--- src/rtl/fp_round_pack_pipe.sv ---
// Two-stage IEEE-754 round-and-pack with RISC-V rounding modes and fflags.
// Stage 1 decides the rounding direction and special class; stage 2 increments, checks overflow and packs.
module fp_round_pack_pipe #(
  parameter int EXP_W = 8,
  parameter int MAN_W = 23,
  parameter int GRS_W = 24
) (
  input  logic                     clk,
  input  logic                     rst_n,
  input  logic                     in_valid,
  output logic                     in_ready,
  input  logic                     in_sign,
  input  logic [EXP_W:0]           in_exp,
  input  logic [MAN_W-1:0]         in_man,
  input  logic [GRS_W-1:0]         in_grs,
  input  logic                     in_uflow,
  input  logic                     in_nan,
  input  logic                     in_invalid,
  input  logic                     in_inf,
  input  logic [2:0]               in_rm,
  input  logic [2:0]               frm,
  output logic                     out_valid,
  input  logic                     out_ready,
  output logic [EXP_W+MAN_W:0]     out_result,
  output logic [4:0]               out_fflags
);

  localparam int RES_W = 1 + EXP_W + MAN_W;
  localparam logic [EXP_W:0]     EXP_TOP = {1'b0, {EXP_W{1'b1}}};
  localparam logic [RES_W-1:0]   QNAN    = {1'b0, {EXP_W{1'b1}}, 1'b1, {(MAN_W-1){1'b0}}};
  localparam logic [2:0] RM_RNE = 3'b000;
  localparam logic [2:0] RM_RTZ = 3'b001;
  localparam logic [2:0] RM_RDN = 3'b010;
  localparam logic [2:0] RM_RUP = 3'b011;
  localparam logic [2:0] RM_RMM = 3'b100;
  localparam logic [4:0] FLG_NV    = 5'b10000;
  localparam logic [4:0] FLG_OFNX  = 5'b00101;
  localparam logic [4:0] FLG_UFNX  = 5'b00011;

  typedef struct packed {
    logic             sign;
    logic [EXP_W:0]   exp;
    logic [MAN_W-1:0] man;
    logic [2:0]       rm;
    logic             up;
    logic             inx;
    logic             illegal;
    logic             invalid;
    logic             nan;
    logic             inf;
    logic             ovf;
    logic             uflow;
  } s1_t;

  function automatic logic round_up(input logic [2:0] rm, input logic sign,
                                    input logic g, input logic r, input logic s,
                                    input logic lsb);
    logic inx;
    inx = g | r | s;
    case (rm)
      RM_RNE:  round_up = g & (r | s | lsb);
      RM_RTZ:  round_up = 1'b0;
      RM_RDN:  round_up = sign & inx;
      RM_RUP:  round_up = ~sign & inx;
      RM_RMM:  round_up = g;
      default: round_up = 1'b0;
    endcase
  endfunction

  // Directed rounding saturates to max finite when rounding toward zero magnitude.
  function automatic logic [RES_W-1:0] ovf_result(input logic [2:0] rm, input logic sign);
    logic [RES_W-1:0] inf_v;
    logic [RES_W-1:0] max_v;
    inf_v = {sign, {EXP_W{1'b1}}, {MAN_W{1'b0}}};
    max_v = {sign, {{(EXP_W-1){1'b1}}, 1'b0}, {MAN_W{1'b1}}};
    case (rm)
      RM_RTZ:  ovf_result = max_v;
      RM_RDN:  ovf_result = sign ? inf_v : max_v;
      RM_RUP:  ovf_result = sign ? max_v : inf_v;
      default: ovf_result = inf_v;
    endcase
  endfunction

  logic             vld_p1_q, vld_p1_d;
  logic             vld_p2_q, vld_p2_d;
  s1_t              stg_p1_q, stg_p1_d;
  logic [RES_W-1:0] res_p2_q, res_p2_d;
  logic [4:0]       flg_p2_q, flg_p2_d;
  logic             s1_en, s2_en, in_acc;
  logic [2:0]       eff_rm;
  logic             g_bit, r_bit, s_bit;
  logic             carry;
  logic [MAN_W-1:0] man_rnd;
  logic [EXP_W:0]   exp_rnd;
  logic             ovf;
  logic [RES_W-1:0] res_n;
  logic [4:0]       flg_n;

  assign s2_en     = ~vld_p2_q | out_ready;
  assign s1_en     = ~vld_p1_q | s2_en;
  assign in_ready  = s1_en;
  assign in_acc    = in_valid & s1_en;
  assign out_valid = vld_p2_q;
  assign out_result = res_p2_q;
  assign out_fflags = flg_p2_q;

  assign eff_rm = (in_rm == 3'b111) ? frm : in_rm;
  assign g_bit  = in_grs[GRS_W-1];
  assign r_bit  = in_grs[GRS_W-2];
  assign s_bit  = |in_grs[GRS_W-3:0];

  // ---- stage 1: rounding decision and special class ----
  always_comb begin
    vld_p1_d = vld_p1_q;
    stg_p1_d = stg_p1_q;
    if (s1_en) vld_p1_d = in_valid;
    if (in_acc) begin
      stg_p1_d.sign    = in_sign;
      stg_p1_d.exp     = in_exp;
      stg_p1_d.man     = in_man;
      stg_p1_d.rm      = eff_rm;
      stg_p1_d.up      = round_up(eff_rm, in_sign, g_bit, r_bit, s_bit, in_man[0]);
      stg_p1_d.inx     = g_bit | r_bit | s_bit;
      stg_p1_d.illegal = (eff_rm > RM_RMM);
      stg_p1_d.invalid = in_invalid;
      stg_p1_d.nan     = in_nan;
      stg_p1_d.inf     = in_inf;
      stg_p1_d.ovf     = (in_exp >= EXP_TOP);
      stg_p1_d.uflow   = in_uflow;
    end
  end

  // ---- stage 2: increment, overflow, pack ----
  always_comb begin
    {carry, man_rnd} = {1'b0, stg_p1_q.man} + {{MAN_W{1'b0}}, stg_p1_q.up};
    exp_rnd = stg_p1_q.exp + {{EXP_W{1'b0}}, carry};
    ovf     = stg_p1_q.ovf | (exp_rnd >= EXP_TOP);
    res_n   = {stg_p1_q.sign, exp_rnd[EXP_W-1:0], man_rnd};
    flg_n   = {4'b0000, stg_p1_q.inx};
    if (stg_p1_q.illegal || stg_p1_q.invalid) begin
      res_n = QNAN;
      flg_n = FLG_NV;
    end else if (stg_p1_q.nan) begin
      res_n = QNAN;
      flg_n = 5'b00000;
    end else if (stg_p1_q.inf) begin
      res_n = {stg_p1_q.sign, {EXP_W{1'b1}}, {MAN_W{1'b0}}};
      flg_n = 5'b00000;
    end else if (ovf) begin
      res_n = ovf_result(stg_p1_q.rm, stg_p1_q.sign);
      flg_n = FLG_OFNX;
    end else if (stg_p1_q.uflow) begin
      res_n = {stg_p1_q.sign, {(RES_W-1){1'b0}}};
      flg_n = FLG_UFNX;
    end

    vld_p2_d = vld_p2_q;
    res_p2_d = res_p2_q;
    flg_p2_d = flg_p2_q;
    if (s2_en) vld_p2_d = vld_p1_q;
    if (s2_en && vld_p1_q) begin
      res_p2_d = res_n;
      flg_p2_d = flg_n;
    end
  end

  // Valids and the visible outputs reset; stage-1 payload does not need to.
  always_ff @(posedge clk or negedge rst_n) begin
    if (!rst_n) begin
      vld_p1_q <= 1'b0;
      vld_p2_q <= 1'b0;
      res_p2_q <= '0;
      flg_p2_q <= '0;
    end else begin
      vld_p1_q <= vld_p1_d;
      vld_p2_q <= vld_p2_d;
      res_p2_q <= res_p2_d;
      flg_p2_q <= flg_p2_d;
    end
  end

  always_ff @(posedge clk) begin
    stg_p1_q <= stg_p1_d;
  end

endmodule

--- config.mk ---
export PLATFORM = sky130hd
export DESIGN_NAME = fp_round_pack_pipe
export DESIGN_NICKNAME = d
export VERILOG_FILES = /design/src/rtl/fp_round_pack_pipe.sv
export SDC_FILE = /design/constraint.sdc
export NUM_CORES = 1
export LEC_CHECK = 0
export BUFFER_PORTS_ARGS = -buffer_cell sky130_fd_sc_hd__buf_2
export CORE_MARGIN = 2
export CORE_UTILIZATION = 25
export CTS_BUF_LIST = sky130_fd_sc_hd__clkbuf_16
export DETAILED_ROUTE_END_ITERATION = 16
export PLACE_DENSITY = 0.47
export SLEW_MARGIN = 10
export SYNTH_ARGS = -nofsm -noshare
export SYNTH_HDL_FRONTEND = slang
export SYNTH_SLANG_ARGS = --single-unit
--- constraint.sdc ---
create_clock -name clk -period 6.6 [get_ports clk]
set_input_delay 1.32 -clock clk [delete_from_list [all_inputs] [get_ports clk]]
set_output_delay 1.32 -clock clk [all_outputs]
set_load 0.005 [all_outputs]
==> impl_metrics.toml, run 1 <==
[timing]
tightest_slew_ps = 1030
final_min_period_over_clock_period = 0.545
finalWorstPathRequiredPeriod_ps = 3600
grt_setup_unrepaired = "no"
setup_tns_final_ps = 0
timing.max_slew.rel_slack = 0.312
timing_max_transition_violations_final = 0
final_hold_viol_count = 0
report.final.setup_viol = 0
fin_skew_ps = 4.74
max_freq_mhz = 278

[synthesis]
synth_compound_area_frac = 0.148
yosys_warnings = 0
asyncSetResetFlopFracSynth = 0.463
number_of_nets_produced_by_synthesis = 405
synth_xor_xnor_area_share = 0.0501
synth.area.mux_share = 0
synth_top_flop_cell = "sky130_fd_sc_hd__edfxtp_1"
synth.cell_area_um2 = 3850
yosys_register_bits = 82
number_of_flops_mapped_to_enable_cells_by_yosys = 44
unique_masters_post_synth = 45
syn-instance-count = 330
largest_family_of_logic_cells_by_synthesized_area = "simple AND/OR/NAND/NOR gates"
synth_simple_gate_area_frac = 0.163
yosys.area_share.adder = 0.0130
syn_area_per_cell_um2 = 11.7
yosysSeqAreaShare = 0.591

[cts]
clock_tree.htree_level_count = 3
hold_buffers = 0
cts_repair_resize_count = 0
ctsRootBufferMaster = "sky130_fd_sc_hd__clkbuf_16"
tritoncts = "yes"
tritoncts.num_buffers = 9
cts.clk_slew.worst_paths_ps = 60
tritoncts_num_sinks = 82
bufs_on_longest_clock_path = 2
post-cts-setup-buffer-count = 0
clk_latency_ps = 350

[final_layout]
layout.cell_area.non_filler_um2 = 4870
synthToLayoutAreaGrowth_pct = 26.6
final_cell_mix = "108 x sky130_fd_sc_hd__buf_2, 44 x sky130_fd_sc_hd__edfxtp_1, 38 x sky130_fd_sc_hd__dfrtp_1"
final_layout_size_suffix_gt1_frac = 0.304
antenna-diode-count = 0
final_net_count = 511
most_frequent_standard_cell_in_the_layout_excluding_fill_and_tap_cells = "sky130_fd_sc_hd__buf_2"

[worst_setup_path]
worst_r2r_path_depth = 10
cp.arrival_ps = 3860
timing.rr.end = "out_result[17]"
cp_cell_sequence = "nand4_1 -> nor4_1 -> and4_1 -> ha_1 -> nand4_4 -> o21a_1 -> a2111oi_4 -> buf_4 -> o21a_2 -> a2bb2oi_1"
timing.critical_path.slowest_stage_cell = "sky130_fd_sc_hd__nor4_1"
crit_path_max_fanout = 30
reg2reg_setup_slack_ps = 3000
cp-end-kind = "register"
worstSetupStartpointType = "register"
r2r_start = "stg_p1_q[21]"
cp_data_required_time_ps = 6870
path_class = "register to register"
slowest_delay_ps = 610

[grt]
globalRoute.totalOverflow = 0
grt_pass1_vias = 3023
gr-usage-met2 = 0.210
grt.busiest_layer = "met2"
grt_first_pass_wirelength_mm = 15.9
grt_usage = 0.129
grt_start_max_net_pins = 45
gr_met1_demand_resource = 0.158
antenna_found_initial = 0
grt_util_met3 = 0.0480

[placement]
placer_s_final_routability_congestion_estimate = 0.793
place.port_buffers = 108
dp_hpwl_mm = 7.52
placedInstanceArea_um2 = 4550

[route]
number_of_iterations_in_the_first_detailed_routing_pass = 4
totalWireLength_mm = 10.0
routed_vias_inst = 4.71
detail_route.iter0.violations = 132
dr_total_vias = 2960
drtAntennaViolNets = 0
remaining_drc_errors = 0
routed_wire_length_per_instance_um = 15.9

[power]
vdd.ir_drop.worst_mv = 0.114
power_density_nw_per_um2 = 254
power_leakage_nw = 1.95

[floorplanning]
placeableCoreArea_um2 = 15100
ios = 110
placement_row_count = 45
die_area_um2 = 16400
fp.dieH_um = 128
die_w_um = 128
initial_utilization = 0.254

[run_status]
status = "finished clean"

[worst_hold_path]
worstHoldPathType = "register to register"
holdPathEnd = "out_fflags[4]"
timing.hold.worst_path_depth = 2
hold_path_startpoint = "out_fflags[4]"

[flow_run]
cap_viol_max_count = 0
==> worst max-delay path by stage <==
stage / start / to / slack (ps) / depth (start not counted)
final: stg_p1_q[21] / out_result[17] / 3000 / 10
after global routing: stg_p1_q[21] / out_result[19] / 2590 / 10
after global placement: stg_p1_q[21] / out_result[19] / 3150 / 10
after floorplan: out_ready / in_ready / 3490 / 2
after detailed placement: stg_p1_q[21] / out_result[17] / 2990 / 10
after CTS: stg_p1_q[21] / out_result[17] / 2980 / 10
==> registers in the layout, summed over array words and instances, names as in the netlist <==
name,cells
out_result,32
vld_p1_q,1
out_valid,1
stg_p1_q,44
out_fflags,4
==> power breakdown <==
part	leakage [nW]	total, mW	internal, mW	switching [mW]
sequential	0.894	0.596	0.572	0.0237
combinational	0.908	0.107	0.0452	0.0620
clock	0.148	0.534	0.330	0.204
==> final cells by class <==
class	count	area, um^2
Clock buffer	9	225
Clock inverter	7	93.8
Fill cell	1551	10300
Inverter	11	41.3
Multi-Input combinational cell	223	1460
Sequential cell	82	2270
Tap cell	188	235
Timing Repair Buffer	109	548
==> synthesized netlist by cell type (3+ instances only) <==
cell                        count  share of area
sky130_fd_sc_hd__o22a_1         7          0.016
sky130_fd_sc_hd__xnor2_1       17          0.039
sky130_fd_sc_hd__nor2b_1        6         0.0098
sky130_fd_sc_hd__clkbuf_1       7         0.0068
sky130_fd_sc_hd__edfxtp_1      44           0.34
sky130_fd_sc_hd__or2_2          3         0.0049
sky130_fd_sc_hd__and2_1         8          0.013
sky130_fd_sc_hd__dfrtp_1       38           0.25
sky130_fd_sc_hd__ha_1           4          0.013
sky130_fd_sc_hd__nand2_1       24          0.023
sky130_fd_sc_hd__nand3_1       10          0.013
sky130_fd_sc_hd__a22o_1        18          0.041
sky130_fd_sc_hd__nor3_1         7         0.0091
sky130_fd_sc_hd__xor2_1         5          0.011
sky130_fd_sc_hd__nand4_1       13          0.021
sky130_fd_sc_hd__nor4_1        15          0.024
sky130_fd_sc_hd__or3_1          4         0.0065
sky130_fd_sc_hd__o21ai_0       29          0.038
sky130_fd_sc_hd__a2bb2oi_1      5          0.011
sky130_fd_sc_hd__o31a_1         3         0.0068
sky130_fd_sc_hd__inv_1         11          0.011
sky130_fd_sc_hd__nor2_1        19          0.019
sky130_fd_sc_hd__a21oi_1        4         0.0052
==> metrics by stage <==
step | utilization | total power [mW] | hold slack, ps | cells | setup WS (ps)
finish | 0.322 | 1.24 | 489 | 629 | 3000
detailed placement | 0.301 | 0.715 | 479 | 613 | 2990
CTS | 0.322 | 1.26 | 493 | 629 | 2980
global route | 0.322 | 1.29 | 511 | 629 | 2590
global placement | 0.301 | 0.713 | 472 | 613 | 3150
floorplan | - | 0.657 | 452 | 330 | 3490
==> critical path: cells and delay by family, from the launching register on <==
family | cells | cell delay [ps]
fa+ha+maj | 1 | 230
compound gates | 4 | 1210
buf+inv | 1 | 330
simple gates | 4 | 1330
flops | 1 | 400
==> cells by family after synthesis <==
group,after synthesis
simple gates,117
flops,82
compound gates,79
buf+inv,25
xor+xnor,22
fa+ha+maj,4
other cells,1
==> per-layer routing <==
metal,up-vias,part of all wire,wire [um]
met1,1386,0.45,4490
met2,108,0.47,4750
met4,0,0.013,128
met3,12,0.064,636
met5,-,0,0
li1,1454,-,-
(Power assumes the default switching activity.)
==> inputs of run 2 (changes only) <==
--- a/config.mk
+++ b/config.mk
@@ -10,7 +10,7 @@
 export CORE_UTILIZATION = 25
 export CTS_BUF_LIST = sky130_fd_sc_hd__clkbuf_16
 export DETAILED_ROUTE_END_ITERATION = 16
-export PLACE_DENSITY = 0.47
+export PLACE_DENSITY = 0.49
 export SLEW_MARGIN = 10
 export SYNTH_ARGS = -nofsm -noshare
 export SYNTH_HDL_FRONTEND = slang
==> constraint.sdc (replaced) <==
create_clock -name clk -period 3 [get_ports clk]
set_input_delay 0.6 -clock clk [delete_from_list [all_inputs] [get_ports clk]]
set_output_delay 0.6 -clock clk [all_outputs]
set_load 0.005 [all_outputs]
==> impl_metrics.toml, run 2 (synthesis gave the netlist of run 1 again) <==
[final_layout]
antenna-diode-count = 0
largest_register = "stg_p1_q"
final_net_count = 522
filler_instances = 1535
final_layout_size_suffix_gt1_frac = 0.323
final_cell_mix = "108 x sky130_fd_sc_hd__buf_2, 44 x sky130_fd_sc_hd__edfxtp_1, 38 x sky130_fd_sc_hd__dfrtp_1"
seqCellArea_um2 = 2270
largest_reg_flops = 44
multi_input_comb_area_um2 = 1470
layoutNonFillerInstCount = 640
synthToLayoutAreaGrowth_pct = 28.9
most_frequent_standard_cell_in_the_layout_excluding_fill_and_tap_cells = "sky130_fd_sc_hd__buf_2"

[timing]
fin_skew_ps = 7.77
final_hold_viol_count = 0
timing_max_transition_violations_final = 0
grt_setup_unrepaired = "no"
tightest_slew_ps = 1030
final_min_period_over_clock_period = 0.948
finalWorstPathRequiredPeriod_ps = 2840
setup_tns_final_ps = 0
timing.max_slew.rel_slack = 0.312
max_freq_mhz = 352
report.final.setup_viol = 0

[placement]
placer_s_final_routability_congestion_estimate = 0.797
dp_hpwl_mm = 7.27
place.port_buffers = 108
placed_cells_incl_taps = 623

[route]
dr_total_vias = 2988
detail_route.iter0.violations = 156
drtAntennaViolNets = 0
routed_wire_length_per_instance_um = 15.1
totalWireLength_mm = 9.66
number_of_iterations_in_the_first_detailed_routing_pass = 4
routed_vias_inst = 4.67
remaining_drc_errors = 0

[cts]
tritoncts.num_buffers = 9
clk_latency_ps = 340
bufs_on_longest_clock_path = 2
tritoncts_num_sinks = 82
clock_tree.htree_level_count = 3
cts.clk_slew.worst_paths_ps = 60
ctsRootBufferMaster = "sky130_fd_sc_hd__clkbuf_16"
tritoncts = "yes"

[grt]
grt_first_pass_wirelength_mm = 15.3
grt_usage = 0.122
grt_start_max_net_pins = 45
gr_met1_demand_resource = 0.142
grt_pass1_vias = 3018
antenna_found_initial = 0
gr-usage-met2 = 0.217
globalRoute.totalOverflow = 0
grt.busiest_layer = "met2"
grt_util_met3 = 0.0384

[flow_run]
cap_viol_max_count = 0

[power]
power_leakage_nw = 2.00
vdd.ir_drop.worst_mv = 0.257
power_density_nw_per_um2 = 528

[floorplanning]
fp.dieH_um = 128
die_area_um2 = 16400
placement_row_count = 45
ios = 110
placeableCoreArea_um2 = 15100
die_w_um = 128
initial_utilization = 0.254

[worst_setup_path]
cp.arrival_ps = 3100
worstSetupStartpointType = "register"
path_class = "register to register"
cp_data_required_time_ps = 3250
crit_path_max_fanout = 5
cp-end-kind = "register"

[worst_hold_path]
worstHoldPathType = "input port to asynchronous set/reset pin"

[run_status]
status = "finished clean"
-- run 2: cell count changes in the layout (fill, tap and decap cells not counted), sizes merged --
cell | before | now
clkinvlp | 3 | 0
clkinv | 2 | 6
buf | 109 | 120
bufinv | 2 | 1
-- run 2: critical path, stage by stage (launching register included) --
cell and delay (ps):
sky130_fd_sc_hd__edfxtp_1 460, sky130_fd_sc_hd__and4_1 220, sky130_fd_sc_hd__and3_1 220, sky130_fd_sc_hd__and4_4 210, sky130_fd_sc_hd__ha_2 330, sky130_fd_sc_hd__nand2_1 50, sky130_fd_sc_hd__nor3_1 340, sky130_fd_sc_hd__a2111oi_4 120
sky130_fd_sc_hd__buf_4 170, sky130_fd_sc_hd__buf_4 150, sky130_fd_sc_hd__o41a_1 420, sky130_fd_sc_hd__o31ai_2 60
-- run 2: metal layers --
layer | up-vias | routed length (um)
met4 | 0 | 104
met3 | 9 | 581
met2 | 97 | 4790
li1 | 1470 | -
met5 | - | 0
met1 | 1412 | 4180
-- run 2: per-stage QoR --
| step | power, mW | hold slack [ps] | setup WS, ps | utilization | instance area, um^2 |
|---|---|---|---|---|---|
| 6_report | 2.62 | 378 | 157 | 0.328 | 4960 |
| 5_1_grt | 2.73 | 417 | 38.1 | 0.328 | 4960 |
| 4_1_cts | 2.65 | 418 | 19.0 | 0.326 | 4940 |
| 3_5_place_dp | 1.58 | 470 | 36.5 | 0.307 | 4650 |
| 3_3_place_gp | 1.58 | 466 | 82.0 | 0.307 | 4650 |
| 2_1_floorplan | 1.45 | 304 | 84.9 | - | 3850 |
-- run 2: repair_timing --
| action | in CTS | in global routing |
|---|---|---|
| buffers inserted | 0 | 1 |
| hold buffers | 0 | 0 |
| endpoints found under the hold margin | 0 | 0 |
| setup endpoints to repair | 1 | 32 |
| pin swaps | 0 | 2 |
| resized for setup | 1 | 4 |
-- run 2: power by group --
part           switching, mW  internal (mW)
clock network          0.429          0.634
registers             0.0462           1.26
logic                  0.140          0.110
-- run 2: final timing paths --
check,start,endpoint,slack (ps),cells past startpoint
max,stg_p1_q[28],out_result[22],160,11
min,rst_n,out_result[5],380,1
max reg2reg,stg_p1_q[28],out_result[22],160,11
min reg2reg,out_fflags[4],out_fflags[4],480,2
max in group asynchronous,rst_n,out_result[30],2070,1
min in group clk,in_man[22],stg_p1_q[33],430,1
-- run 2: area by class of cell --
type	count	area share
well taps	188	0.0474
inverters	11	0.00832
repair buffers	120	0.132
multi-input cells	223	0.297
clock inverters	7	0.0121
flip-flops and latches	82	0.458
clock buffers	9	0.0454
